==> src/rtl/frame_sched.sv <==
// Frame sequencer: freezes per-frame turn data, then runs the sprite pre-pass and the ray-cast pass.
// Registered outputs, except busy, which decodes the state. Ticks that arrive while busy are dropped and flagged.
module frame_sched #(
    parameter int TIMEOUT = 262144
) (
    input  logic        clk,
    input  logic        rst_n,
    input  logic        frame_start,
    input  logic        cfg_valid,
    input  logic [79:0] cfg_angle,
    input  logic [15:0] cfg_pos_x,
    input  logic [15:0] cfg_pos_y,
    output logic [79:0] angle,
    output logic [15:0] map_pos_x,
    output logic [15:0] map_pos_y,
    output logic        sprite_start,
    input  logic        sprite_done,
    output logic        cast_start,
    input  logic        cast_done,
    output logic        busy,
    output logic        frame_overrun,
    output logic        timeout_err,
    input  logic        err_clr,
    output logic [15:0] frame_cnt
);
    localparam int CW = $clog2(TIMEOUT);
    localparam logic [CW-1:0] CNT_MAX = CW'(TIMEOUT - 1);

    typedef enum logic [2:0] {
        IDLE,
        SPRITE_KICK,
        SPRITE_WAIT,
        CAST_KICK,
        CAST_WAIT
    } state_t;

    state_t        state, state_nxt;
    logic [CW-1:0] cnt, cnt_nxt;
    logic [79:0]   sh_angle;
    logic [15:0]   sh_pos_x, sh_pos_y;
    logic          accept, tmo, frame_done, ovr_set;

    always_comb begin
        state_nxt  = state;
        cnt_nxt    = cnt;
        accept     = 1'b0;
        tmo        = 1'b0;
        frame_done = 1'b0;
        case (state)
            IDLE: begin
                if (frame_start) begin
                    accept    = 1'b1;
                    state_nxt = SPRITE_KICK;
                end
            end
            SPRITE_KICK: begin
                cnt_nxt   = '0;
                state_nxt = SPRITE_WAIT;
            end
            SPRITE_WAIT: begin
                if (sprite_done) begin
                    state_nxt = CAST_KICK;
                end else if (cnt == CNT_MAX) begin
                    tmo       = 1'b1;
                    state_nxt = IDLE;
                end else begin
                    cnt_nxt = cnt + CW'(1);
                end
            end
            CAST_KICK: begin
                cnt_nxt   = '0;
                state_nxt = CAST_WAIT;
            end
            CAST_WAIT: begin
                if (cast_done) begin
                    frame_done = 1'b1;
                    state_nxt  = IDLE;
                end else if (cnt == CNT_MAX) begin
                    tmo       = 1'b1;
                    state_nxt = IDLE;
                end else begin
                    cnt_nxt = cnt + CW'(1);
                end
            end
            default: state_nxt = IDLE;
        endcase
    end

    // Any tick outside IDLE is an overrun, including the cycle CAST_WAIT completes.
    assign ovr_set = frame_start && (state != IDLE);
    assign busy    = (state != IDLE);

    always_ff @(posedge clk or negedge rst_n) begin
        if (!rst_n) begin
            state         <= IDLE;
            cnt           <= '0;
            sh_angle      <= '0;
            sh_pos_x      <= '0;
            sh_pos_y      <= '0;
            angle         <= '0;
            map_pos_x     <= '0;
            map_pos_y     <= '0;
            sprite_start  <= 1'b0;
            cast_start    <= 1'b0;
            frame_overrun <= 1'b0;
            timeout_err   <= 1'b0;
            frame_cnt     <= '0;
        end else begin
            state        <= state_nxt;
            cnt          <= cnt_nxt;
            sprite_start <= (state_nxt == SPRITE_KICK);
            cast_start   <= (state_nxt == CAST_KICK);
            if (cfg_valid) begin
                sh_angle <= cfg_angle;
                sh_pos_x <= cfg_pos_x;
                sh_pos_y <= cfg_pos_y;
            end
            // Same-cycle cfg write bypasses the shadow so the frame sees the newest data.
            if (accept) begin
                angle     <= cfg_valid ? cfg_angle : sh_angle;
                map_pos_x <= cfg_valid ? cfg_pos_x : sh_pos_x;
                map_pos_y <= cfg_valid ? cfg_pos_y : sh_pos_y;
            end
            frame_overrun <= ovr_set | (frame_overrun & ~err_clr);
            timeout_err   <= tmo | (timeout_err & ~err_clr);
            frame_cnt     <= frame_cnt + {15'd0, frame_done};
        end
    end
endmodule

==> config.mk <==
export PLATFORM = sky130hd
export DESIGN_NAME = frame_sched
export DESIGN_NICKNAME = d
export VERILOG_FILES = /design/src/rtl/frame_sched.sv
export SDC_FILE = /design/constraint.sdc
export NUM_CORES = 1
export LEC_CHECK = 0
export BUFFER_PORTS_ARGS = -buffer_cell sky130_fd_sc_hd__buf_2
export CAP_MARGIN = 5
export CORE_ASPECT_RATIO = 2
export CORE_MARGIN = 3
export CORE_UTILIZATION = 45
export DETAILED_ROUTE_END_ITERATION = 8
export HOLD_SLACK_MARGIN = 0.03
export PLACE_DENSITY_LB_ADDON = 0.25
export SLEW_MARGIN = 40
export SYNTH_ARGS = -nofsm -noshare
export SYNTH_HDL_FRONTEND = slang
export SYNTH_SLANG_ARGS = --single-unit
==> constraint.sdc <==
create_clock -name clk -period 2.8 [get_ports clk]
set_clock_uncertainty 0.15 [all_clocks]
set_input_delay 0.42 -clock clk [delete_from_list [all_inputs] [get_ports clk]]
set_output_delay 0.42 -clock clk [all_outputs]
set_load 0.01 [all_outputs]
======== Word-level counts from Yosys, hierarchy flattened ========
Index checks and enable logic that the tools add are counted.
operators by class
  $add $sub $neg .......................... 2
  equality and inequality tests ........... 9
  muxes and demuxes ....................... 20
  bitwise logic cells ..................... 5
  reductions and logical operators ........ 6
operators with widths
  kind                   number
  $mux 80                1
  $mux 18                3
  $pmux 18 s3            1
  $mux 16                2
  $add 18x1->18 const B  1
  $eq 18x18->1 const B   1
  $add 16x1->16          1
  $pmux 3 s5             1
  $mux 3                 4
  $eq 3x2->1 const B     3
  $mux 1                 7
  $eq 3x1->1 const B     2
  $reduce_bool 3->1      2
  $ne 2x2->1 const B     2
  $eq 3x3->1 const B     1
  $logic_not 3->1        1
  $reduce_and 3->1       1
  $and 1x1->1            2
  $or 1x1->1             2
  $pmux 1 s2             1
  $reduce_or 2->1        1
  $logic_and 1x1->1      1
  $not 1->1              1
word-level totals
  register bits ........................... 265
  output and inout bits ................... 133

======== Depth between registers and ports, before layout ========
Gate-level depths: netlist of the first run.
  depth in word-level cells ............... 5
  gate-level depth with buffers ........... 9
  mapped depth without buffers ............ 9

======== Worst setup path after synthesis of the first run ========
Ideal clock, no wire load.
  path type ............................... flip-flop to flip-flop
  start ................................... register state[0]
  end ..................................... register angle[21]
  arrival time ............................ 1881 ps
  setup slack ............................. 645 ps
  cell stages (with the launch flop) ...... 6
  buffers on the path ..................... 2
  cells stage by stage .................... dfrtp_1 > or3_1 > nor2_1 > buf_2 > buf_2 > mux2_2
between the ends
  cells in the longest elaborated chain, start to end .. 2
RTL lines
  item                      line  source
  start: declaration        37    state_t state, state_nxt;
  start signal: assignment  109   state <= state_nxt;
  $logic_not 3->1           49    case (state)
  $mux 1                    49
  end signal: assignment    120   angle <= cfg_valid ? cfg_angle : sh_angle;
  end: declaration          13    output logic [79:0] angle,
Every way passes these cells.
A chain may end at the register's enable or synchronous reset.

======== Final worst setup path of the first run ========
  start ................................... register state[2]
  end ..................................... register frame_cnt[14]
between the ends
  cells in the longest elaborated chain, start to end .. 3
RTL lines
  item                    line  source
  $eq 3x3->1              49
  $mux 1                  49
  $add 16x1->16           126   frame_cnt <= frame_cnt + {15'd0, frame_done};
  end signal: assignment  126
  end: declaration        24    output logic [15:0] frame_cnt
Every way passes these cells.

==> flow_summary.json, run 1 <==
{
  "slew_headroom": 0.5054,
  "synthArstFlopShare": 1.000,
  "grt_pass1_vias": 7431,
  "clk_pin_slew_ns": 0.07,
  "end_kind": "flip-flop",
  "maxCapViolCount": 0,
  "crit_type": "reg2reg",
  "synth-seq-area-share": 0.6475,
  "rows": 77,
  "cts_tree": "built",
  "cp.arrival_ns": 2.62,
  "fmax_ghz": 0.4226,
  "dr.pass1.iters": 4,
  "die_w_microns": 112.7,
  "grt_max_degree": 82,
  "final_cells": 1347,
  "finalNetCount": 1175,
  "irDropWorstVdd_uv": 658.7,
  "worstMarginPinSlew_ns": 0.7391,
  "initial_core_util": 0.4602,
  "synth_top_cell_by_area": "dfrtp_1",
  "synthCells": 676,
  "worstSkewPairLatency_ns": 0.52,
  "drive_gt1_frac": 0.4949,
  "ctsResizeCount": 0,
  "detail_route.wl_per_cell_microns": 17.16,
  "finalMaxSlewViolations": 0,
  "avgSynthCellArea_sq_um": 15.15,
  "ys_ff_latch": 265,
  "syn_to_final_growth_pct": 35.53,
  "grt_pass1_wl_mm": 37.51,
  "start_kind": "flip-flop",
  "core_sq_mm": 0.02226,
  "synth_top_area_frac": 0.6475,
  "hold_buffers": 115,
  "fin_crit_ns": 2.367,
  "h-tree-depth": 1,
  "synth_edf_count": 0,
  "dr_total_vias": 6826,
  "pre_cts_ws_ns": 0.3913,
  "numCtsBuffers": 24,
  "numPortBuffers": 251,
  "viasPerCell": 5.068,
  "yosysMostFrequentCell": "dfrtp_1",
  "dp_hpwl_mm": 15.61,
  "postRouteAntennaNets": 0,
  "cp_max_fo": 8,
  "p_total_mw": 12.53,
  "num_io_pins": 252,
  "globalplace.congestion": 0.8239,
  "drc": 0,
  "clockRootBuffer": "clkbuf_16",
  "power.density_mw_per_mm2": 902.9,
  "clkSinkCount": 265,
  "status": "finished, final reports clean",
  "synth_ff_type": "dfrtp_1",
  "setup_tns_ns": 0,
  "ff2ff_path_depth": 10,
  "wirelength_mm": 23.12,
  "die_h_microns": 219.3,
  "fin_ws_ns": 0.4335,
  "antenna_found_initial": 2,
  "grtUsageTotal": 0.1884,
  "post_cts_buffers": 0,
  "worstPathRequired_ns": 3.05,
  "synthTopCellsByCount": "dfrtp_1, mux2_2, nand2_1",
  "dieArea_sq_mm": 0.02471,
  "hold_viol": 0,
  "syn_nets": 798,
  "place_inst": 1188,
  "post_synth_num_cell_types": 38,
  "drt-initial-drc-count": 312,
  "synth_warnings": 0,
  "rsz0062_at_grt": "no",
  "netlist_area_sq_mm": 0.01024,
  "cts_buffer_depth": 3,
  "min_path_cells": 2,
  "worstHoldPathType": "in2reg",
  "fillers": 1715,
  "leakage_nw": 6.392,
  "gr-total-overflow": 0,
  "netlist_top_cells_area": "dfrtp_1, mux2_2, xnor2_1",
  "setup_violations": 0,
  "fin_crit_sh": 0.8452
}
-- logic make-up (layout without fill, tap and decap cells) --
| family | Yosys count | count (layout) | synth area share |
|---|---|---|---|
| other cells | 0 | 2 | 0 |
| xor+xnor | 17 | 17 | 0.01454 |
| fa+ha+maj | 3 | 3 | 0.003666 |
| simple gates | 90 | 90 | 0.04582 |
| compound gates | 38 | 38 | 0.02602 |
| mux | 225 | 225 | 0.2474 |
| buf+inv | 38 | 431 | 0.01503 |
| flops | 265 | 265 | 0.6475 |
-- critical path, cell delays in order, from the launching register on --
cell     delay, ns
dfrtp_1       0.46
nand2_1       0.09
nor3_1        0.15
buf_4         0.16
ha_1          0.20
ha_1          0.24
inv_1         0.06
nor3_1        0.28
and3_1        0.22
nand4_1       0.11
xnor2_1       0.14
-- flip-flops by register name, summed over array words and instances (netlist names) --
| signal | cells |
|---|---|
| sh_pos_y | 16 |
| map_pos_y | 16 |
| state | 3 |
| timeout_err | 1 |
| frame_overrun | 1 |
| sh_pos_x | 16 |
| cast_start | 1 |
| map_pos_x | 16 |
| angle | 80 |
| frame_cnt | 16 |
| sprite_start | 1 |
| cnt | 18 |
| sh_angle | 80 |
-- per-stage QoR --
step                      cell area (sq um)  utilization  hold WS [ns]
after CTS                             13870       0.6234       0.08818
after global routing                  13880       0.6237        0.1063
after floorplan                       10240            -      -0.02559
after global placement                11940       0.5365        0.3013
final                                 13880       0.6237        0.1153
after detailed placement              11940       0.5365        0.3109
-- cell usage in the layout, fill, tap and decap left out, types with 6 or more instances in the layout --
| cell | n |
|---|---|
| nor3_1 | 6 |
| a21oi_1 | 9 |
| clkbuf_1 | 6 |
| dlygate4sd3_1 | 115 |
| mux2_2 | 225 |
| clkbuf_16 | 25 |
| nand3_1 | 14 |
| inv_1 | 8 |
| xnor2_1 | 13 |
| nand2b_1 | 6 |
| buf_12 | 7 |
| dfrtp_1 | 265 |
| or4_1 | 6 |
| nand2_1 | 22 |
| nand4_1 | 7 |
| clkbuf_8 | 6 |
| nor2_1 | 12 |
| buf_4 | 9 |
| o31ai_1 | 7 |
| buf_2 | 249 |
-- per-layer routing --
metal / track usage / vias to the layer above / part of all wire
met3: 0.03366 / 63 / 0.055
li1: - / 3171 / -
met2: 0.3632 / 211 / 0.56
met4: 0.08103 / 0 / 0.043
met5: 0 / - / 0
met1: 0.1951 / 3381 / 0.35
-- power by group --
| group | internal [mW] | total (mW) | switching, mW |
|---|---|---|---|
| sequential | 4.91 | 5.41 | 0.508 |
| combinational | 1.97 | 3.87 | 1.89 |
| clock | 1.89 | 3.25 | 1.37 |
-- worst paths after layout --
check,from,end,slack (ns)
setup / recovery,state[2]$_DFF_PN0_,frame_cnt[14]$_DFF_PN0_,0.43
hold / removal,sprite_done,cast_start$_DFF_PN0_,0.12
setup reg to reg,state[2]$_DFF_PN0_,frame_cnt[14]$_DFF_PN0_,0.43
hold reg to reg,frame_cnt[15]$_DFF_PN0_,frame_cnt[15]$_DFF_PN0_,0.32
max in group asynchronous,rst_n,sh_angle[77]$_DFF_PN0_,1.40
min in group asynchronous,rst_n,sh_pos_y[7]$_DFF_PN0_,0.33
-- area by class of cell --
cell class / instances / area [sq um] / share of cell area
clock inverter: 5 / 53.80 / 0.003876
inverter: 8 / 30.03 / 0.002164
clock buffer: 37 / 730.7 / 0.05265
tap: 276 / 345.3 / 0.02488
multi-input combinational: 373 / 3463 / 0.2495
antenna: 2 / 5.005 / 0.0003606
sequential: 265 / 6631 / 0.4778
timing repair buffer: 381 / 2620 / 0.1888
Power figures use the tool's default switching activity.
==> run 2: changes to the inputs <==
clock period = 2 ns   (was 2.8 ns; I/O delays follow)
==> run 2 against run 1 <==
  * The flow now finishes with violations (negative setup slack)
  * Via count increased by 3.8%
  * Combinational power increased by 82%
  * Sequential power increased by 42%
  * Global-route usage rose by 1.2 points
  * Largest power group unchanged
==> flow_summary.json, run 2 (synthesis results as in run 1) <==
{
  "numCtsBuffers": 23,
  "gr-total-overflow": 0,
  "viasPerCell": 5.059,
  "dieArea_sq_mm": 0.02471,
  "drt-initial-drc-count": 306,
  "postPlaceCellArea_sq_mm": 0.01239,
  "detail_route.wl_per_cell_microns": 18.41,
  "setup_tns_ns": -3.370,
  "seqPwrFrac": 0.394,
  "wirelength_mm": 25.77,
  "p_sw_frac": 0.2979,
  "intPower_mw": 13.63,
  "fillers": 1536,
  "cp_slowest_cell": "a2111o_1",
  "power.density_mw_per_mm2": 1300,
  "die_w_microns": 112.7,
  "dp_hpwl_mm": 17.00,
  "final_core_util": 0.6709,
  "top_regs": "angle (80), sh_angle (80), cnt (18)",
  "met3_length_mm": 1.106,
  "reg2reg_from": "state[2]$_DFF_PN0_",
  "clk_pin_slew_ns": 0.07,
  "crit_type": "reg2reg",
  "numPortBuffers": 251,
  "crit_chain": "buf_6, buf_6, a21o_1, a2111o_1, or4_4, a21oi_2",
  "comb_power_share": 0.362,
  "dr.pass1.iters": 4,
  "max_stage_delay_ns": 0.48,
  "top_layer_used": "met4",
  "cp.arrival_ns": 2.38,
  "cp_max_fo": 5,
  "num_io_pins": 252,
  "hold_viol": 0,
  "layout_commonest_cell": "dfrtp_1",
  "fin_crit_ns": 2.086,
  "h-tree-depth": 1,
  "worstMarginPinSlew_ns": 0.4455,
  "cpMostUsedCell": "buf_6",
  "maxCapViolCount": 0,
  "drive_gt1_frac": 0.5437,
  "finalNetCount": 1228,
  "postRouteAntennaNets": 0,
  "fin_ws_ns": -0.08618,
  "setup_violations": 104,
  "p_clk_frac": 0.243,
  "die_h_microns": 219.3,
  "cts_tree": "built",
  "antenna_found_initial": 0,
  "wl_met1_mm": 9.283,
  "layout_common_cells": "dfrtp_1, buf_2, mux2_2",
  "worstPathRequired_ns": 2.29,
  "fin_crit_sh": 1.043,
  "cts_buffer_depth": 3,
  "initial_core_util": 0.4602,
  "drc": 0,
  "dr_wl_met2_mm": 14.48,
  "p_sw_mw": 5.784,
  "slew_headroom": 0.7030,
  "grt_pass1_vias": 7769,
  "core_sq_mm": 0.02226,
  "globalplace.congestion": 0.8555,
  "start_kind": "flip-flop",
  "status": "finished with violations",
  "grtUsageTotal": 0.2003,
  "dr_total_vias": 7082,
  "multi_input_area_sq_mm": 0.003886,
  "end_kind": "flip-flop",
  "clockRootBuffer": "clkbuf_16",
  "grt_max_degree": 55,
  "finalMaxSlewViolations": 0,
  "leakage_nw": 7.046,
  "irDropWorstVdd_uv": 1295,
  "syn_to_final_growth_pct": 45.80,
  "rsz0062_at_grt": "yes",
  "worstSkewPairLatency_ns": 0.52,
  "fmax_ghz": 0.4793,
  "grt_pass1_wl_mm": 39.85,
  "clkSinkCount": 265,
  "fin_area_sq_mm": 0.01493,
  "rows": 77,
  "regArea_sq_mm": 0.006631,
  "min_from": "cfg_valid",
  "violations": "negative setup slack",
  "cp-startpoint": "state[2]$_DFF_PN0_",
  "worstHoldPathType": "in2reg"
}
## run 2: changes by cell type in the layout (fill, tap and decap cells not counted), moves of 4 or more
cell    previous run  this run
buf_12             7        16
buf_4              9        43
buf_6              0         8
mux2_2           225       149
mux2_4             0        76
nor3_1             6         2
## run 2: final cells by class
| class | instances | area share |
|---|---|---|
| timing repair buffer | 435 | 0.2160 |
| multi-input combinational | 373 | 0.2603 |
| inverter | 8 | 0.002011 |
| antenna | 2 | 0.0003352 |
| clock buffer | 33 | 0.04575 |
| sequential | 265 | 0.4441 |
| tap | 276 | 0.02313 |
| clock inverter | 8 | 0.008379 |
## run 2: final timing paths
| kind | to | slack [ns] | cells after the start |
|---|---|---|---|
| worst max-delay path | cnt[17]$_DFFE_PN0P_ | -0.09 | 6 |
| min in group asynchronous | sh_angle[53]$_DFF_PN0_ | 0.12 | 2 |
| max in group asynchronous | map_pos_y[14]$_DFFE_PN0P_ | 0.87 | 3 |
| worst min register to register | frame_cnt[15]$_DFF_PN0_ | 0.33 | 1 |
| worst min-delay path | sh_pos_y[2]$_DFF_PN0_ | 0.08 | 2 |
| worst max register to register | cnt[17]$_DFFE_PN0P_ | -0.09 | 6 |
## run 2: worst max-delay path: cells and delay by family (launching register included)
family                 cells  cell delay, ns
AOI/OAI and AO/OA          3            0.77
buffers and inverters      2            0.25
DFF                        1            0.42
and+or+nand+nor            1            0.44
## run 2: what timing repair did
item / CTS / global route
cloned: 0 / 3
hold buffers: 116 / 1
resized for setup: 29 / 87
hold endpoints to repair: 492 / 1
pin swaps: 7 / 10
setup endpoints to repair: 17 / 135
buffers inserted: 4 / 1
## run 2: metrics by stage
stage	cells	setup WS [ns]	total power [mW]	hold slack, ns
after floorplan	676	-0.07660	10.73	-0.1456
after global placement	1233	-0.1443	13.40	0.09859
after detailed placement	1233	-0.1593	13.58	0.09625
after CTS	1394	-0.08518	18.75	0.05974
after global routing	1398	-0.1697	20.41	0.07390
final	1400	-0.08618	19.42	0.07647
## run 2: routing by layer
metal  global-route usage  vias up
met5                    0        -
met4              0.07621        0
met3              0.02953       46
met2               0.3899      189
met1               0.2126     3586
li1                     -     3261
## run 2: power by group through the flow
stage                     Clock [mW]  Combinational [mW]  Sequential (mW)
after floorplan                    0                2.51             8.22
after global placement             0                5.78             7.62
after detailed placement           0                5.90             7.68
after CTS                       4.85                6.30             7.60
after global routing            5.05                7.52             7.84
final                           4.72                7.03             7.66
==> run 3: changes to the inputs <==
CTS_CLUSTER_SIZE = 14   (was not set)
SETUP_SLACK_MARGIN = 0.4   (was not set)
==> run 3 against run 2 <==
  * The flow still finishes with violations (negative setup slack)
  * Final cell count rose by 2.6%
  * Highest routed layer unchanged
  * Combinational power is 17% higher
  * Register-to-register slack worse by 0.12 ns
  * Flip-flop and latch count is the same
==> flow_summary.json, run 3 (synthesis results as in run 1) <==
{
  "numPortBuffers": 251,
  "fin_ws_ns": -0.2031,
  "power.density_mw_per_mm2": 1287,
  "detail_route.wl_per_cell_microns": 19.77,
  "drt-initial-drc-count": 422,
  "dp_hpwl_mm": 16.61,
  "clk_pin_slew_ns": 0.07,
  "maxCapViolCount": 0,
  "p_clk_frac": 0.219,
  "setup_tns_ns": -12.66,
  "comb_power_share": 0.403,
  "die_w_microns": 112.7,
  "cts_tree": "built",
  "layout_commonest_cell": "dfrtp_1",
  "ff2ff_path_depth": 6,
  "end_kind": "flip-flop",
  "core_sq_mm": 0.02226,
  "worstReg2RegEnd": "cnt[17]$_DFFE_PN0P_",
  "cp.arrival_ns": 2.50,
  "cp_slowest_cell": "or4_4",
  "grt_max_degree": 85,
  "die_h_microns": 219.3,
  "leakage_nw": 7.534,
  "slew_headroom": 0.5649,
  "crit_chain": "buf_6, buf_6, a21o_1, a2111o_1, or4_4, a21oi_2",
  "irDropWorstVdd_uv": 930.9,
  "initial_core_util": 0.4602,
  "fin_crit_sh": 1.102,
  "finalNetCount": 1272,
  "p_sw_mw": 6.204,
  "antenna_found_initial": 0,
  "worstHoldPathType": "in2reg",
  "finalMaxSlewViolations": 0,
  "fin_crit_ns": 2.203,
  "dr_wl_met2_mm": 16.12,
  "gr-total-overflow": 0,
  "dr.pass1.iters": 7,
  "seqPwrFrac": 0.378,
  "setup_violations": 128,
  "num_io_pins": 252,
  "syn_to_final_growth_pct": 54.94,
  "wirelength_mm": 28.40,
  "hold_end": "state[2]$_DFF_PN0_",
  "hold_viol": 0,
  "cts_buffer_depth": 3,
  "wl_met1_mm": 9.901,
  "worstSkewPairLatency_ns": 0.52,
  "globalplace.congestion": 0.7958,
  "worstMarginPinSlew_ns": 0.6477,
  "grt_pass1_vias": 8033,
  "clkSinkCount": 265,
  "start_kind": "flip-flop",
  "crit_type": "reg2reg",
  "antenna_cells": 0,
  "grtUsageTotal": 0.2093,
  "rows": 77,
  "reg2reg_slack_ns": -0.20,
  "postRouteAntennaNets": 0,
  "pre_cts_ws_ns": -0.2810,
  "grt_pass1_wl_mm": 41.54,
  "dr_total_vias": 7406,
  "fmax_ghz": 0.4539,
  "numCtsBuffers": 24,
  "fillers": 1408,
  "rsz0062_at_grt": "yes",
  "fin_area_sq_mm": 0.01587,
  "dieArea_sq_mm": 0.02471,
  "top_layer_used": "met4",
  "p_sw_frac": 0.3038,
  "drive_gt1_frac": 0.5986,
  "drc": 0,
  "violations": "negative setup slack",
  "viasPerCell": 5.154,
  "layout_common_cells": "dfrtp_1, buf_2, dlygate4sd3_1",
  "met3_length_mm": 1.252,
  "h-tree-depth": 1,
  "top_regs": "angle (80), sh_angle (80), cnt (18)",
  "postPlaceCellArea_sq_mm": 0.01232,
  "min_path_cells": 4,
  "status": "finished with violations",
  "clockRootBuffer": "clkbuf_16",
  "worstPathRequired_ns": 2.30,
  "min_from": "cast_done",
  "max_stage_delay_ns": 0.50,
  "cp_max_fo": 4,
  "cpMostUsedCell": "buf_6",
  "reg2reg_from": "state[2]$_DFF_PN0_",
  "intPower_mw": 14.22,
  "p_total_mw": 20.42
}
==> run 3: per-layer routing <==
layer  global-route usage  vias up
li1                     -     3350
met2               0.4006      214
met3              0.03339       67
met5                    0        -
met4              0.08704        0
met1               0.2232     3775
==> run 3: power groups by stage <==
stage / clock network [mW] / registers, mW / logic, mW
finish: 4.48 / 7.71 / 8.23
global placement: 0 / 7.62 / 5.62
floorplan: 0 / 8.22 / 2.53
CTS: 4.60 / 7.62 / 6.93
global route: 4.82 / 7.90 / 8.73
detailed placement: 0 / 7.68 / 5.74
==> run 3: metrics by stage <==
step	utilization	hold slack [ns]	cells
2_1_floorplan	-	-0.1456	676
3_3_place_gp	0.5536	-0.007875	1225
3_5_place_dp	0.5536	-0.007481	1225
4_1_cts	0.6694	0.1059	1402
5_1_grt	0.7130	0.1818	1437
6_report	0.7130	0.1505	1437
==> run 3: worst max-delay path by stage <==
stage | startpoint | end | slack [ns]
final | state[2]$_DFF_PN0_ | cnt[17]$_DFFE_PN0P_ | -0.20
after detailed placement | state[0]$_DFF_PN0_ | frame_cnt[14]$_DFF_PN0_ | -0.28
after CTS | state[2]$_DFF_PN0_ | busy | -0.17
after global routing | state[1]$_DFF_PN0_ | frame_cnt[15]$_DFF_PN0_ | -0.24
after global placement | state[0]$_DFF_PN0_ | frame_cnt[14]$_DFF_PN0_ | -0.23
after floorplan | state[2]$_DFF_PN0_ | cnt[17]$_DFFE_PN0P_ | -0.08
==> run 3: final cells by class <==
| type | instances | area (sq um) | area share |
|---|---|---|---|
| sequential | 265 | 6643 | 0.4186 |
| multi-input combinational | 373 | 4299 | 0.2709 |
| timing repair buffer | 478 | 3811 | 0.2402 |
| clock buffer | 30 | 654.4 | 0.04124 |
| tap | 276 | 345.3 | 0.02176 |
| clock inverter | 7 | 85.08 | 0.005362 |
| inverter | 8 | 30.03 | 0.001892 |
==> run 3: worst max-delay path, delay by kind of cell, from the launching register on <==
kind	cells	cell delay, ns
flops	1	0.43
compound gates	3	0.79
simple gates	1	0.50
buf+inv	2	0.26
==> run 3: timing repair <==
| item | CTS | global route |
|---|---|---|
| hold buffers | 118 | 0 |
| pin swaps | 17 | 37 |
| setup buffers | 18 | 29 |
| endpoints found under the hold margin | 490 | 0 |
| cloned | 4 | 6 |
| setup endpoints to repair | 154 | 153 |
| resized for setup | 109 | 139 |
